### src/rtl/fpgalib_arb_pkg.sv
// fpgalib_arb_pkg: shared types and constants for the fpgalib bus arbiters
package fpgalib_arb_pkg;

    localparam int NPORTS = 4;

    typedef enum logic [1:0] {IDLE, OWN, DRAIN, GAP} arb_state_t;

    typedef logic [1:0] port_idx_t;

endpackage

### src/rtl/if_wb.sv
// if_wb: pipelined Wishbone bus, master drives requests, slave returns ack/stall/data
interface if_wb #(
    parameter int AWIDTH = 26,
    parameter int DWIDTH = 32
);

    logic                  cyc;
    logic                  stb;
    logic                  we;
    logic [DWIDTH/8-1:0]   sel;
    logic [AWIDTH-1:0]     adr;
    logic [DWIDTH-1:0]     dat_m;
    logic [DWIDTH-1:0]     dat_s;
    logic                  ack;
    logic                  stall;

    modport master (output cyc, stb, we, sel, adr, dat_m, input ack, stall, dat_s);
    modport slave  (input cyc, stb, we, sel, adr, dat_m, output ack, stall, dat_s);

endinterface

### src/rtl/rr_select.sv
// rr_select: combinational round-robin picker, searches last+1, last+2, ... (mod NPORTS)
module rr_select
    import fpgalib_arb_pkg::*;
(
    input  logic [NPORTS-1:0] req,
    input  port_idx_t         last,
    output logic              valid,
    output port_idx_t         idx
);

    // Walk from the farthest candidate inwards so the nearest requester wins.
    always_comb begin
        valid = |req;
        idx   = last;
        for (int i = NPORTS; i >= 1; i--)
            if (req[port_idx_t'(last + i)]) idx = port_idx_t'(last + i);
    end

endmodule

### src/rtl/sdram_port_arbiter.sv
// sdram_port_arbiter: 4-port round-robin Wishbone arbiter with outstanding-request tracking
module sdram_port_arbiter
    import fpgalib_arb_pkg::*;
#(
    parameter int AWIDTH = 26,
    parameter int DWIDTH = 32,
    parameter int OWIDTH = 4
) (
    input  logic      clk_i,
    input  logic      rst_i,
    if_wb.slave       in0,
    if_wb.slave       in1,
    if_wb.slave       in2,
    if_wb.slave       in3,
    if_wb.master      out,
    output port_idx_t grant_o,
    output logic      busy_o,
    output logic      proto_err_o
);

    localparam int SW = DWIDTH / 8;
    localparam logic [OWIDTH-1:0] MAXO = '1;

    arb_state_t        r_state;
    arb_state_t        w_next;
    port_idx_t         r_grant;
    logic [OWIDTH-1:0] r_out;
    logic              r_err;

    logic [NPORTS-1:0] w_cyc;
    logic [NPORTS-1:0] w_stb;
    logic [NPORTS-1:0] w_we;
    logic [NPORTS-1:0] w_own;
    logic [SW-1:0]     w_sel [NPORTS];
    logic [AWIDTH-1:0] w_adr [NPORTS];
    logic [DWIDTH-1:0] w_dat [NPORTS];
    logic [OWIDTH-1:0] w_out_nxt;
    logic              w_valid;
    logic              w_full;
    logic              w_live;
    logic              w_drop;
    logic              w_acc;
    logic              w_ack;
    logic              w_err_set;
    port_idx_t         w_idx;

    assign w_cyc    = {in3.cyc, in2.cyc, in1.cyc, in0.cyc};
    assign w_stb    = {in3.stb, in2.stb, in1.stb, in0.stb};
    assign w_we     = {in3.we, in2.we, in1.we, in0.we};
    assign w_sel[0] = in0.sel;
    assign w_sel[1] = in1.sel;
    assign w_sel[2] = in2.sel;
    assign w_sel[3] = in3.sel;
    assign w_adr[0] = in0.adr;
    assign w_adr[1] = in1.adr;
    assign w_adr[2] = in2.adr;
    assign w_adr[3] = in3.adr;
    assign w_dat[0] = in0.dat_m;
    assign w_dat[1] = in1.dat_m;
    assign w_dat[2] = in2.dat_m;
    assign w_dat[3] = in3.dat_m;

    rr_select u_rr (
        .req   (w_cyc),
        .last  (r_grant),
        .valid (w_valid),
        .idx   (w_idx)
    );

    assign w_full = r_out == MAXO;
    assign w_live = r_out != '0;
    assign w_drop = r_state == OWN && !w_cyc[r_grant];

    // cyc stays up while anything is in flight so downstream never sees a torn cycle.
    assign out.cyc   = (r_state == OWN && (w_cyc[r_grant] || w_live)) || r_state == DRAIN;
    assign out.stb   = r_state == OWN && w_cyc[r_grant] && w_stb[r_grant] && !w_full;
    assign out.we    = w_we[r_grant];
    assign out.sel   = w_sel[r_grant];
    assign out.adr   = w_adr[r_grant];
    assign out.dat_m = w_dat[r_grant];

    assign w_acc     = out.stb && !out.stall;
    assign w_ack     = out.ack && (r_state == OWN || r_state == DRAIN);
    assign w_out_nxt = (w_acc && !w_ack) ? r_out + 1'b1 :
                       (w_ack && !w_acc && w_live) ? r_out - 1'b1 : r_out;
    assign w_err_set = (w_ack && !w_acc && !w_live) || (w_drop && w_live);

    // Only an owner still holding cyc sees the bus; everyone else is stalled.
    assign w_own = (r_state == OWN && w_cyc[r_grant]) ? NPORTS'(1) << r_grant : '0;

    assign in0.ack   = w_own[0] && out.ack;
    assign in1.ack   = w_own[1] && out.ack;
    assign in2.ack   = w_own[2] && out.ack;
    assign in3.ack   = w_own[3] && out.ack;
    assign in0.stall = !w_own[0] || out.stall || w_full;
    assign in1.stall = !w_own[1] || out.stall || w_full;
    assign in2.stall = !w_own[2] || out.stall || w_full;
    assign in3.stall = !w_own[3] || out.stall || w_full;
    assign in0.dat_s = w_own[0] ? out.dat_s : '0;
    assign in1.dat_s = w_own[1] ? out.dat_s : '0;
    assign in2.dat_s = w_own[2] ? out.dat_s : '0;
    assign in3.dat_s = w_own[3] ? out.dat_s : '0;

    always_comb begin
        w_next = r_state;
        case (r_state)
            IDLE:  w_next = w_valid ? OWN : IDLE;
            OWN:   w_next = !w_drop ? OWN : (w_live ? DRAIN : GAP);
            DRAIN: w_next = (w_out_nxt == '0) ? GAP : DRAIN;
            GAP:   w_next = IDLE;
        endcase
    end

    always_ff @(posedge clk_i) begin
        if (rst_i) begin
            r_state <= IDLE;
            r_grant <= 2'd3;
            r_out   <= '0;
            r_err   <= 1'b0;
        end else begin
            r_state <= w_next;
            r_out   <= w_out_nxt;
            r_err   <= r_err || w_err_set;
            if (r_state == IDLE && w_valid) r_grant <= w_idx;
        end
    end

    assign grant_o     = r_grant;
    assign busy_o      = r_state == OWN || r_state == DRAIN;
    assign proto_err_o = r_err;

endmodule

### src/flat_wrapper.sv
// flat-port wrapper written by rule: the top's interface ports become plain ports
module sdram_port_arbiter_flat import fpgalib_arb_pkg::*;
#(
    parameter int AWIDTH = 26,
    parameter int DWIDTH = 32,
    parameter int OWIDTH = 4
)
  (clk_i, rst_i, grant_o, busy_o, proto_err_o, in0_cyc, in0_stb, in0_we, in0_sel, in0_adr, in0_dat_m, in0_ack, in0_stall, in0_dat_s, in1_cyc, in1_stb, in1_we, in1_sel, in1_adr, in1_dat_m, in1_ack, in1_stall, in1_dat_s, in2_cyc, in2_stb, in2_we, in2_sel, in2_adr, in2_dat_m, in2_ack, in2_stall, in2_dat_s, in3_cyc, in3_stb, in3_we, in3_sel, in3_adr, in3_dat_m, in3_ack, in3_stall, in3_dat_s, out_cyc, out_stb, out_we, out_sel, out_adr, out_dat_m, out_ack, out_stall, out_dat_s);
  if_wb #(.AWIDTH(AWIDTH), .DWIDTH(DWIDTH)) in0_i ();
  if_wb #(.AWIDTH(AWIDTH), .DWIDTH(DWIDTH)) in1_i ();
  if_wb #(.AWIDTH(AWIDTH), .DWIDTH(DWIDTH)) in2_i ();
  if_wb #(.AWIDTH(AWIDTH), .DWIDTH(DWIDTH)) in3_i ();
  if_wb #(.AWIDTH(AWIDTH), .DWIDTH(DWIDTH)) out_i ();
  input  logic clk_i;
  input  logic rst_i;
  output port_idx_t grant_o;
  output logic busy_o;
  output logic proto_err_o;
  input wire logic [$bits(in0_i.cyc)-1:0] in0_cyc;
  input wire logic [$bits(in0_i.stb)-1:0] in0_stb;
  input wire logic [$bits(in0_i.we)-1:0] in0_we;
  input wire logic [$bits(in0_i.sel)-1:0] in0_sel;
  input wire logic [$bits(in0_i.adr)-1:0] in0_adr;
  input wire logic [$bits(in0_i.dat_m)-1:0] in0_dat_m;
  output wire logic [$bits(in0_i.ack)-1:0] in0_ack;
  output wire logic [$bits(in0_i.stall)-1:0] in0_stall;
  output wire logic [$bits(in0_i.dat_s)-1:0] in0_dat_s;
  input wire logic [$bits(in1_i.cyc)-1:0] in1_cyc;
  input wire logic [$bits(in1_i.stb)-1:0] in1_stb;
  input wire logic [$bits(in1_i.we)-1:0] in1_we;
  input wire logic [$bits(in1_i.sel)-1:0] in1_sel;
  input wire logic [$bits(in1_i.adr)-1:0] in1_adr;
  input wire logic [$bits(in1_i.dat_m)-1:0] in1_dat_m;
  output wire logic [$bits(in1_i.ack)-1:0] in1_ack;
  output wire logic [$bits(in1_i.stall)-1:0] in1_stall;
  output wire logic [$bits(in1_i.dat_s)-1:0] in1_dat_s;
  input wire logic [$bits(in2_i.cyc)-1:0] in2_cyc;
  input wire logic [$bits(in2_i.stb)-1:0] in2_stb;
  input wire logic [$bits(in2_i.we)-1:0] in2_we;
  input wire logic [$bits(in2_i.sel)-1:0] in2_sel;
  input wire logic [$bits(in2_i.adr)-1:0] in2_adr;
  input wire logic [$bits(in2_i.dat_m)-1:0] in2_dat_m;
  output wire logic [$bits(in2_i.ack)-1:0] in2_ack;
  output wire logic [$bits(in2_i.stall)-1:0] in2_stall;
  output wire logic [$bits(in2_i.dat_s)-1:0] in2_dat_s;
  input wire logic [$bits(in3_i.cyc)-1:0] in3_cyc;
  input wire logic [$bits(in3_i.stb)-1:0] in3_stb;
  input wire logic [$bits(in3_i.we)-1:0] in3_we;
  input wire logic [$bits(in3_i.sel)-1:0] in3_sel;
  input wire logic [$bits(in3_i.adr)-1:0] in3_adr;
  input wire logic [$bits(in3_i.dat_m)-1:0] in3_dat_m;
  output wire logic [$bits(in3_i.ack)-1:0] in3_ack;
  output wire logic [$bits(in3_i.stall)-1:0] in3_stall;
  output wire logic [$bits(in3_i.dat_s)-1:0] in3_dat_s;
  output wire logic [$bits(out_i.cyc)-1:0] out_cyc;
  output wire logic [$bits(out_i.stb)-1:0] out_stb;
  output wire logic [$bits(out_i.we)-1:0] out_we;
  output wire logic [$bits(out_i.sel)-1:0] out_sel;
  output wire logic [$bits(out_i.adr)-1:0] out_adr;
  output wire logic [$bits(out_i.dat_m)-1:0] out_dat_m;
  input wire logic [$bits(out_i.ack)-1:0] out_ack;
  input wire logic [$bits(out_i.stall)-1:0] out_stall;
  input wire logic [$bits(out_i.dat_s)-1:0] out_dat_s;
  assign in0_i.cyc = in0_cyc;
  assign in0_i.stb = in0_stb;
  assign in0_i.we = in0_we;
  assign in0_i.sel = in0_sel;
  assign in0_i.adr = in0_adr;
  assign in0_i.dat_m = in0_dat_m;
  assign in0_ack = in0_i.ack;
  assign in0_stall = in0_i.stall;
  assign in0_dat_s = in0_i.dat_s;
  assign in1_i.cyc = in1_cyc;
  assign in1_i.stb = in1_stb;
  assign in1_i.we = in1_we;
  assign in1_i.sel = in1_sel;
  assign in1_i.adr = in1_adr;
  assign in1_i.dat_m = in1_dat_m;
  assign in1_ack = in1_i.ack;
  assign in1_stall = in1_i.stall;
  assign in1_dat_s = in1_i.dat_s;
  assign in2_i.cyc = in2_cyc;
  assign in2_i.stb = in2_stb;
  assign in2_i.we = in2_we;
  assign in2_i.sel = in2_sel;
  assign in2_i.adr = in2_adr;
  assign in2_i.dat_m = in2_dat_m;
  assign in2_ack = in2_i.ack;
  assign in2_stall = in2_i.stall;
  assign in2_dat_s = in2_i.dat_s;
  assign in3_i.cyc = in3_cyc;
  assign in3_i.stb = in3_stb;
  assign in3_i.we = in3_we;
  assign in3_i.sel = in3_sel;
  assign in3_i.adr = in3_adr;
  assign in3_i.dat_m = in3_dat_m;
  assign in3_ack = in3_i.ack;
  assign in3_stall = in3_i.stall;
  assign in3_dat_s = in3_i.dat_s;
  assign out_cyc = out_i.cyc;
  assign out_stb = out_i.stb;
  assign out_we = out_i.we;
  assign out_sel = out_i.sel;
  assign out_adr = out_i.adr;
  assign out_dat_m = out_i.dat_m;
  assign out_i.ack = out_ack;
  assign out_i.stall = out_stall;
  assign out_i.dat_s = out_dat_s;
  sdram_port_arbiter #(.AWIDTH(AWIDTH), .DWIDTH(DWIDTH), .OWIDTH(OWIDTH)) u_core (.clk_i(clk_i), .rst_i(rst_i), .in0(in0_i), .in1(in1_i), .in2(in2_i), .in3(in3_i), .out(out_i), .grant_o(grant_o), .busy_o(busy_o), .proto_err_o(proto_err_o));
endmodule
### config.mk
export PLATFORM = sky130hd
export DESIGN_NAME = sdram_port_arbiter_flat
export DESIGN_NICKNAME = d
export VERILOG_FILES = /design/src/rtl/fpgalib_arb_pkg.sv /design/src/rtl/if_wb.sv /design/src/rtl/rr_select.sv /design/src/rtl/sdram_port_arbiter.sv /design/src/flat_wrapper.sv
export SDC_FILE = /design/constraint.sdc
export NUM_CORES = 1
export LEC_CHECK = 0
export CAP_MARGIN = 40
export CORE_AREA = 2 2 194 196
export DETAILED_ROUTE_END_ITERATION = 8
export DIE_AREA = 0 0 196 198
export HOLD_SLACK_MARGIN = 0.1
export PLACE_DENSITY_LB_ADDON = 0.3
export SYNTH_ARGS = -nofsm -noshare
export SYNTH_HDL_FRONTEND = slang
export SYNTH_HIERARCHICAL = 1
export SYNTH_SLANG_ARGS = --single-unit
### constraint.sdc
create_clock -name clk_i -period 2.31 [get_ports clk_i]
set_clock_uncertainty 0.05 [all_clocks]
set_input_delay 0.462 -clock clk_i [delete_from_list [all_inputs] [get_ports clk_i]]
set_output_delay 0.462 -clock clk_i [all_outputs]
set_load 0.01 [all_outputs]
---- Word-level counts from Yosys, hierarchy flattened ----
Index checks and enable logic that the tools add are counted.
cells by class
  reduce and logical (&&, ||, !) cells .... 46
  bitwise operators ....................... 1
  multiplexer cells ....................... 39
  $mul .................................... 0
  shifts and indexed selects .............. 1
  add/subtract/negate cells ............... 6
  equality and inequality tests ........... 4
  divide/modulo/power cells ............... 0
  $lt $le $gt $ge ......................... 6
operators by type and width
  operator                                             number
  two-way mux 32 bit                                   6
  binary-select mux 32 bit (select 2 bit)              1
  binary-select mux 26 bit (select 2 bit)              1
  two-way mux 26 bit                                   2
  two-way mux 4 bit                                    5
  logical AND 1 bit                                    17
  < comparator 2 x 3 -> 1 bit (second input constant)  5
  binary-select mux 1 bit (select 2 bit)               7
  logical OR 1 bit                                     13
  zero test 1 bit                                      10
  two-way mux 1 bit                                    10
  two-way mux 2 bit                                    5
  binary-select mux 4 bit (select 2 bit)               1
  one-hot mux 2 bit (4 select lines)                   1
  nonzero test 4 bit                                   2
  adder 2 x 1 -> 2 bit (second input constant)         2
  adder 2 bit (second input constant)                  2
  adder 4 x 1 -> 4 bit (second input constant)         1
  equality test 2 bit (second input constant)          2
  equality test 4 bit (second input constant)          1
  zero test 4 bit                                      1
  OR reduction 4 bit                                   1
  left shift 1 x 2 -> 4 bit (first input constant)     1
  subtractor 4 x 1 -> 4 bit (second input constant)    1
  5 further kinds                                      5
word-level totals
  memory bits (writable) .................. 0
  output and inout port bits .............. 205
  input port bits ......................... 296
  memories kept ........................... 0
  flip-flop bits (word level) ............. 9
  bits in read-only memories .............. 0
  word-level logic and storage cells ...... 107
  latch bits .............................. 0

---- Longest topological paths before layout ----
Gate-level depths: netlist of run 1.
  word-level depth ........................ 14
  depth in mapped cells ................... 8
  gate-level depth less buffers ........... 8

---- By module ----
Netlist of run 1, hierarchy kept.
modules (own cells, without submodules)
  module              area an instance (um^2)  instances  cells an instance
  sdram_port_arbiter  3158.0                   1          317
  rr_select           72.6                     1          14

---- Least setup slack after synthesis of run 1 ----
OpenSTA, ideal clock, no wires.
  path kind ............................... register -> output
  start point ............................. register u_core.r_grant[1], in the netlist u_core/grant_o[1]
  end point ............................... output out_adr[0]
  data arrival time ....................... 1.683 ns
  required time ........................... 1.798 ns
  path slack .............................. 0.115 ns
  cell stages (with the launch flop) ...... 5
  path through ............................ dfxtp_1 buf_6 clkbuf_1 buf_1 mux4_2
on the way
  word-level cells in the longest chain between the ends .. 4
ends and longest elaborated chain
  item                                                    line                       source
  start, declared                                         sdram_port_arbiter.sv:26   port_idx_t r_grant;
  start signal, assigned                                  sdram_port_arbiter.sv:124  if (r_state == IDLE && w_valid) r_grant <= w_idx;
  inverter 2 -> 3 bit (not written as such)               sdram_port_arbiter.sv:79   assign out.adr = w_adr[r_grant];
  binary-select mux 26 bit (select 2 bit)                 sdram_port_arbiter.sv:79
  two-way mux 26 bit (not written as such) (2 in series)  sdram_port_arbiter.sv:79
  end, declared                                           flat_wrapper.sv:59         output wire logic [$bits(out_i.adr)-1:0] out_adr;
Every way passes these cells. The select of a mux whose other input is x is not followed.

---- Final worst setup path of run 1 ----
  start point ............................. register u_core.r_grant[0], in the netlist u_core/grant_o[0]
  end point ............................... output in2_dat_s[27]
on the way
  word-level cells in the longest chain between the ends .. 5
  elaborated cells between the ends (all ways) .. 6
ends and longest elaborated chain
  item                                     line                       source
  binary-select mux 1 bit (select 2 bit)   sdram_port_arbiter.sv:89   assign w_own = (r_state == OWN && w_cyc[r_grant]) ? NPORTS'(1) << r_grant : '0;
  two-way mux 1 bit (not written as such)  sdram_port_arbiter.sv:89
  logical AND 1 bit                        sdram_port_arbiter.sv:89
  two-way mux 4 bit *                      sdram_port_arbiter.sv:89
  two-way mux 32 bit *                     sdram_port_arbiter.sv:101  assign in2.dat_s = w_own[2] ? out.dat_s : '0;
  end, declared                            flat_wrapper.sv:45         output wire logic [$bits(in2_i.dat_s)-1:0] in2_dat_s;
Every way passes the cells marked *; elsewhere a longest branch is shown, timed or not. The select of a mux whose other input is x is not followed.

==> impl_metrics.yaml, run 1 <==
pwr:
  p_sw_share_pct: 40.1
  fin_total_pwr_mw: 4.54
  power_leakage_nw: 4.17
  ir_drop_mv: 0.239
  p_seq_share_pct: 5.6
  combPwrFrac_pct: 87.6
  power.density_nw_per_um2: 464
  p_sw_mw: 1.82
  clockPowerShare_pct: 6.8
  p_int_mw: 2.72
clock_network:
  h-tree-depth: 1
  cts_tree: "done"
  clock_sinks: 9
  insertion_delay_ns: 0.24
  root_buffer: "clkbuf_16"
  clk_pin_slew_ns: 0.04
  cts_buffer_depth: 2
  cts_made_buffers: 3
global_route:
  overflow: 0
  grt_first_pass_wirelength_um: 39200
  antenna_found_initial: 3
  grt_max_degree: 23
  grt_pass1_vias: 5638
  grt_usage_pct: 13.8
outcome:
  status: "finished with violations"
  violations: "setup timing"
worst_setup_path:
  end_kind: "output pin"
  critPathRequiredTime_ns: 1.80
  path_class: "reg2out"
  cp-start-kind: "flop"
  cp_max_fo: 8
  r2r-start: "u_core/grant_o[0]"
  arrival_ns: 1.84
  crit_start: "u_core/grant_o[0]"
sta:
  fmax_mhz: 425
  slew_viol_final: 0
  holdWs_ns: 0.445
  period_needed_ns: 2.35
  period_share_pct: 102
  grt_setup_unrepaired: "yes"
  finalHoldViolations: 0
  finalSetupViolCount: 27
  slew_headroom_pct: 79.4
  tightest_slew_ns: 0.308
  fin_ws_ns: -0.0446
routing:
  dr_wl_met2_um: 14800
  dr_wl_met3_um: 2510
  dr.pass1.iters: 4
  top_layer: "met5"
  route.detailed.drc: 0
  viasPerCell: 3.77
  finalWirelength_um: 29300
  wl_met1_um: 11500
  drtIter0Drc: 160
  route.vias.total: 5144
  drtAntennaViolNets: 0
  routedWlPerCell_um: 21.5
yosys:
  yosys_warnings: 6
  yosysTopAreaCell: "mux4_2"
  synth_area_leaders: "mux4_2, and2_1, dfxtp_1"
  yosysTopAreaCellShare_pct: 44.6
  ys.flop_type: "dfxtp_1"
  syn_nets: 633
  synth-edff-count: 0
  syn_avg_cell_area_um2: 9.76
  yosysMostFrequentCell: "and2_1"
  ys_ff_latch: 9
  seq_area_frac_synth_pct: 5.58
  synth_cell_types: 37
  syn_inst: 331
  yosys-top-cells-count: "and2_1, mux4_2, clkbuf_1, nand2_1, nor2_1"
  netlist_area_um2: 3230
  async_flop_share_pct: 0
die:
  die-area_um2: 38800
  num_rows: 71
  die_height_um: 198
  start_util_pct: 8.74
  coreArea_um2: 37000
  die_w_um: 196
  top_level_ports: 501
final_layout:
  drive_above_1_share_pct: 43.0
  final_nets: 1190
  area_delta_synth_final_pct: 202
job:
  drv_cap: 0
placed_design:
  dp_hpwl_um: 22200
  gp_congestion: 0.820
  io_buffers: 500
worst_hold_path:
  hold_start: "u_core/proto_err_o"
  hold_path.class: "reg2reg"
critical path, cell delays in order (launching register included):
cell,delay [ns]
dfxtp_4,0.36
buf_6,0.13
nand2b_4,0.15
buf_6,0.12
nor3b_4,0.18
buf_6,0.19
buf_12,0.12
buf_16,0.12
and2_4,0.14
buf_6,0.09
cells in the final DEF (no fill, tap or decap), types with 3 or more instances in the layout:
| cell type | n |
|---|---|
| a21oi_1 | 5 |
| and2_1 | 79 |
| and2_4 | 57 |
| buf_12 | 21 |
| buf_16 | 7 |
| buf_2 | 66 |
| buf_4 | 35 |
| buf_6 | 71 |
| clkbuf_16 | 8 |
| clkbuf_2 | 24 |
| clkdlybuf4s15_1 | 18 |
| clkdlybuf4s15_2 | 3 |
| clkdlybuf4s50_1 | 295 |
| dfxtp_1 | 5 |
| dlygate4sd2_1 | 34 |
| ha_1 | 4 |
| inv_1 | 6 |
| mux2i_1 | 5 |
| mux4_2 | 64 |
| nand2_1 | 13 |
| nand4_1 | 3 |
| nor2_1 | 10 |
| o21ai_0 | 5 |
area by class of cell:
| class | count | area, um^2 |
|---|---|---|
| Fill cell | 3979 | 27200 |
| Antenna cell | 2 | 5.00 |
| Clock buffer | 3 | 75.1 |
| Inverter | 7 | 26.3 |
| Tap cell | 474 | 593 |
| Timing Repair Buffer | 581 | 5750 |
| Sequential cell | 9 | 190 |
| Multi-Input combinational cell | 286 | 3130 |
| Clock inverter | 1 | 5.00 |
final timing paths:
check	to	slack [ns]	cells after the start
setup / recovery	in2_dat_s[27]	-0.04	9
hold / removal	u_core/proto_err_o	0.44	2
setup reg to reg	u_core/r_out[1]	0.13	11
hold reg to reg	u_core/proto_err_o	0.44	2
timing repair:
action,in CTS,in global routing
gates resized for setup,576,256
hold buffers,0,0
setup endpoints to repair,204,162
gates cloned,11,5
buffers inserted,23,10
pin swaps,19,8
stage by stage:
| step | cell area [um^2] | setup slack [ns] | utilization [%] | cells | TNS, ns |
|---|---|---|---|---|---|
| floorplan | 3230 | 0.115 | - | 331 | 0 |
| global placement | 9190 | -0.599 | 24.9 | 1320 | -82.69 |
| detailed placement | 9190 | -0.609 | 24.9 | 1320 | -84.11 |
| CTS | 9550 | -0.160 | 25.8 | 1358 | -7.01 |
| global route | 9770 | -0.111 | 26.4 | 1363 | -5.01 |
| finish | 9770 | -0.0446 | 26.4 | 1363 | -0.779 |
power by group through the flow:
| stage | Combinational (mW) | Clock (mW) | Sequential (mW) |
|---|---|---|---|
| floorplan | 1.60 | 0 | 0.244 |
| global placement | 3.79 | 0 | 0.253 |
| detailed placement | 3.76 | 0 | 0.252 |
| CTS | 3.86 | 0.317 | 0.256 |
| global route | 4.21 | 0.330 | 0.265 |
| finish | 3.97 | 0.308 | 0.256 |
per-layer routing:
| layer | vias up | track usage [%] |
|---|---|---|
| met3 | 18 | 3.53 |
| met5 | - | 0 |
| met4 | 2 | 3.09 |
| met1 | 2469 | 16.1 |
| met2 | 311 | 25.3 |
| li1 | 2344 | - |
kinds of logic after synthesis:
| logic type | share of synthesized area, % |
|---|---|
| AO/OA/AOI/OAI | 6.39 |
| XOR/XNOR | 0.271 |
| adder cells (fa/ha/maj) | 2.32 |
| buffers and inverters | 4.92 |
| flip-flops | 5.58 |
| multiplexers | 47.4 |
| AND/OR/NAND/NOR | 33.1 |
No activity file was read; power rests on OpenSTA's default activity.
==> run 2, diff against run 1 <==
--- a/config.mk
+++ b/config.mk
@@ -5,12 +5,12 @@
 export SDC_FILE = /design/constraint.sdc
 export NUM_CORES = 1
 export LEC_CHECK = 0
+export ABC_CLOCK_PERIOD_IN_PS = 2310
 export CAP_MARGIN = 40
 export CORE_AREA = 2 2 194 196
 export DETAILED_ROUTE_END_ITERATION = 8
 export DIE_AREA = 0 0 196 198
 export HOLD_SLACK_MARGIN = 0.1
-export PLACE_DENSITY_LB_ADDON = 0.3
 export SYNTH_ARGS = -nofsm -noshare
 export SYNTH_HDL_FRONTEND = slang
 export SYNTH_HIERARCHICAL = 1
==> run 2 against run 1 <==
  * The flow still finishes with violations (setup timing)
  * Maximum frequency grew 1.7%
  * Critical path depth shrank 2
  * Largest power group unchanged
  * Power grew 0.75%
  * Final cell count shrank 0.15%
  * First-iteration DRC count grew 44%
  * Count of clock-buffer cells in the layout grew 1
  * Design area shrank 4.3%
  * Non-clock buffer count shrank 1
  * Setup slack gained 0.040 ns
  * Clock power shrank 3%
  * Critical endpoint is now in3_dat_s[25]
==> impl_metrics.yaml, run 2 (synthesized netlist as in run 1, its figures left out) <==
global_route:
  grt_max_degree: 31
  use_met1_pct: 15.8
  use_met2_pct: 25.4
  grt_pass1_vias: 5321
  antenna_found_initial: 8
  grt_usage_pct: 13.6
  grt_busiest_layer: "met2"
  overflow: 0
  grt_first_pass_wirelength_um: 38100
  met3_usage_pct: 3.65
sta:
  holdWs_ns: 0.478
  period_needed_ns: 2.31
  fin_ws_ns: -0.00485
  period_share_pct: 100
  finalSetupViolCount: 2
  grt_setup_unrepaired: "yes"
  finalHoldViolations: 0
  tightest_slew_ns: 0.316
  fmax_mhz: 432
  slew_headroom_pct: 78.5
  slew_viol_final: 0
routing:
  viasPerCell: 3.83
  route.vias.total: 5219
  routedWlPerCell_um: 21.8
  route.detailed.drc: 0
  drtAntennaViolNets: 0
  finalWirelength_um: 29600
  drtIter0Drc: 230
  dr.pass1.iters: 4
final_layout:
  drive_above_1_share_pct: 41.3
  multi_input_area_um2: 3050
  fillers: 3994
  area_delta_synth_final_pct: 189
  final_area_um2: 9350
  final_nets: 1189
  final_cell_mix: "clkdlybuf4s50_1, and2_1, buf_2"
  seqCellArea_um2: 190
  layout_commonest_cell: "clkdlybuf4s50_1"
clock_network:
  h-tree-depth: 1
  cts_made_buffers: 3
  root_buffer: "clkbuf_16"
  clock_sinks: 9
  cts_tree: "done"
  hold_buffers: 0
  cts_buffer_depth: 2
  clk_pin_slew_ns: 0.04
  insertion_delay_ns: 0.23
worst_setup_path:
  cp-start-kind: "flop"
  cp_cell_sequence: "mux2i_4 > nor3b_4 > buf_12 > buf_8 > buf_16 > and2_1 > buf_2"
  reg2reg_to: "u_core/r_state[0]"
  rrSetupSlack_ns: 0.16
  reg2regPathDepth: 8
  end_kind: "output pin"
  critPathRequiredTime_ns: 1.80
  arrival_ns: 1.80
  path_class: "reg2out"
  cpPeakStageDelay_ns: 0.40
  cp_max_fo: 8
  r2r-start: "u_core/grant_o[0]"
  cp_slowest_cell: "dfxtp_4"
die:
  num_rows: 71
  die-area_um2: 38800
  start_util_pct: 8.74
  die_height_um: 198
  top_level_ports: 501
  die_w_um: 196
  coreArea_um2: 37000
placed_design:
  io_buffers: 500
  dpl-instance-area_um2: 9140
  gp_congestion: 0.907
  dp_hpwl_um: 22500
  dp_slack_ns: -0.641
worst_hold_path:
  hold_end: "u_core/proto_err_o"
  hold_start: "u_core/proto_err_o"
  whs_path_depth: 2
  hold_path.class: "reg2reg"
job:
  drv_cap: 0
pwr:
  power.density_nw_per_um2: 489
  ir_drop_mv: 0.198
  power_leakage_nw: 4.02
outcome:
  violations: "setup timing"
  status: "finished with violations"
-- run 2: repair_timing --
action,CTS,global route
cloned,8,6
setup buffers,19,11
pin swaps,5,7
setup endpoints to repair,202,141
endpoints found under the hold margin,0,0
gates resized for setup,652,125
-- run 2: area by class of cell --
| cell class | instances | area share [%] |
|---|---|---|
| Tap cell | 474 | 6.34 |
| Sequential cell | 9 | 2.03 |
| Clock buffer | 4 | 0.843 |
| Inverter | 7 | 0.281 |
| Timing Repair Buffer | 580 | 57.8 |
| Antenna cell | 1 | 0.0268 |
| Multi-Input combinational cell | 286 | 32.7 |
-- run 2: power breakdown --
part	switching, mW	total, mW	internal, mW
Combinational	1.71	4.01	2.30
Sequential	0.0614	0.259	0.198
Clock	0.0702	0.300	0.230
Total	1.84	4.57	2.73
-- run 2: how the worst max path moves through the flow --
stage | end | startpoint | slack (ns) | cells past startpoint
after CTS | out_adr[19] | u_core/grant_o[0] | -0.06 | 5
after global placement | in3_dat_s[25] | in1_cyc | -0.64 | 6
after floorplan | out_adr[0] | u_core/grant_o[1] | 0.12 | 4
final | in3_dat_s[25] | u_core/grant_o[1] | -0.005 | 7
after global routing | in0_dat_s[31] | u_core/grant_o[0] | -0.07 | 7
after detailed placement | in3_dat_s[25] | in1_cyc | -0.64 | 6
-- run 2: stage by stage --
step | std cells | power (mW) | setup TNS, ns | utilization, %
2_1_floorplan | 331 | 1.84 | 0 | -
3_3_place_gp | 1315 | 3.98 | -85.50 | 24.7
3_5_place_dp | 1315 | 3.97 | -85.80 | 24.7
4_1_cts | 1346 | 4.47 | -0.587 | 25.4
5_1_grt | 1360 | 4.81 | -1.53 | 25.3
6_report | 1361 | 4.57 | -0.00721 | 25.3
-- run 2: routing by layer --
layer | part of all wire [%] | vias to the layer above
li1 | - | 2352
met1 | 39 | 2509
met4 | 1.1 | 12
met2 | 51 | 320
met3 | 8.5 | 26
met5 | 0.25 | -
-- run 2: critical path, delay by kind of cell (launching register included) --
| family | cells | cell delay (ns) |
|---|---|---|
| buf+inv | 4 | 0.57 |
| flops | 1 | 0.40 |
| mux | 1 | 0.35 |
| simple gates | 2 | 0.24 |
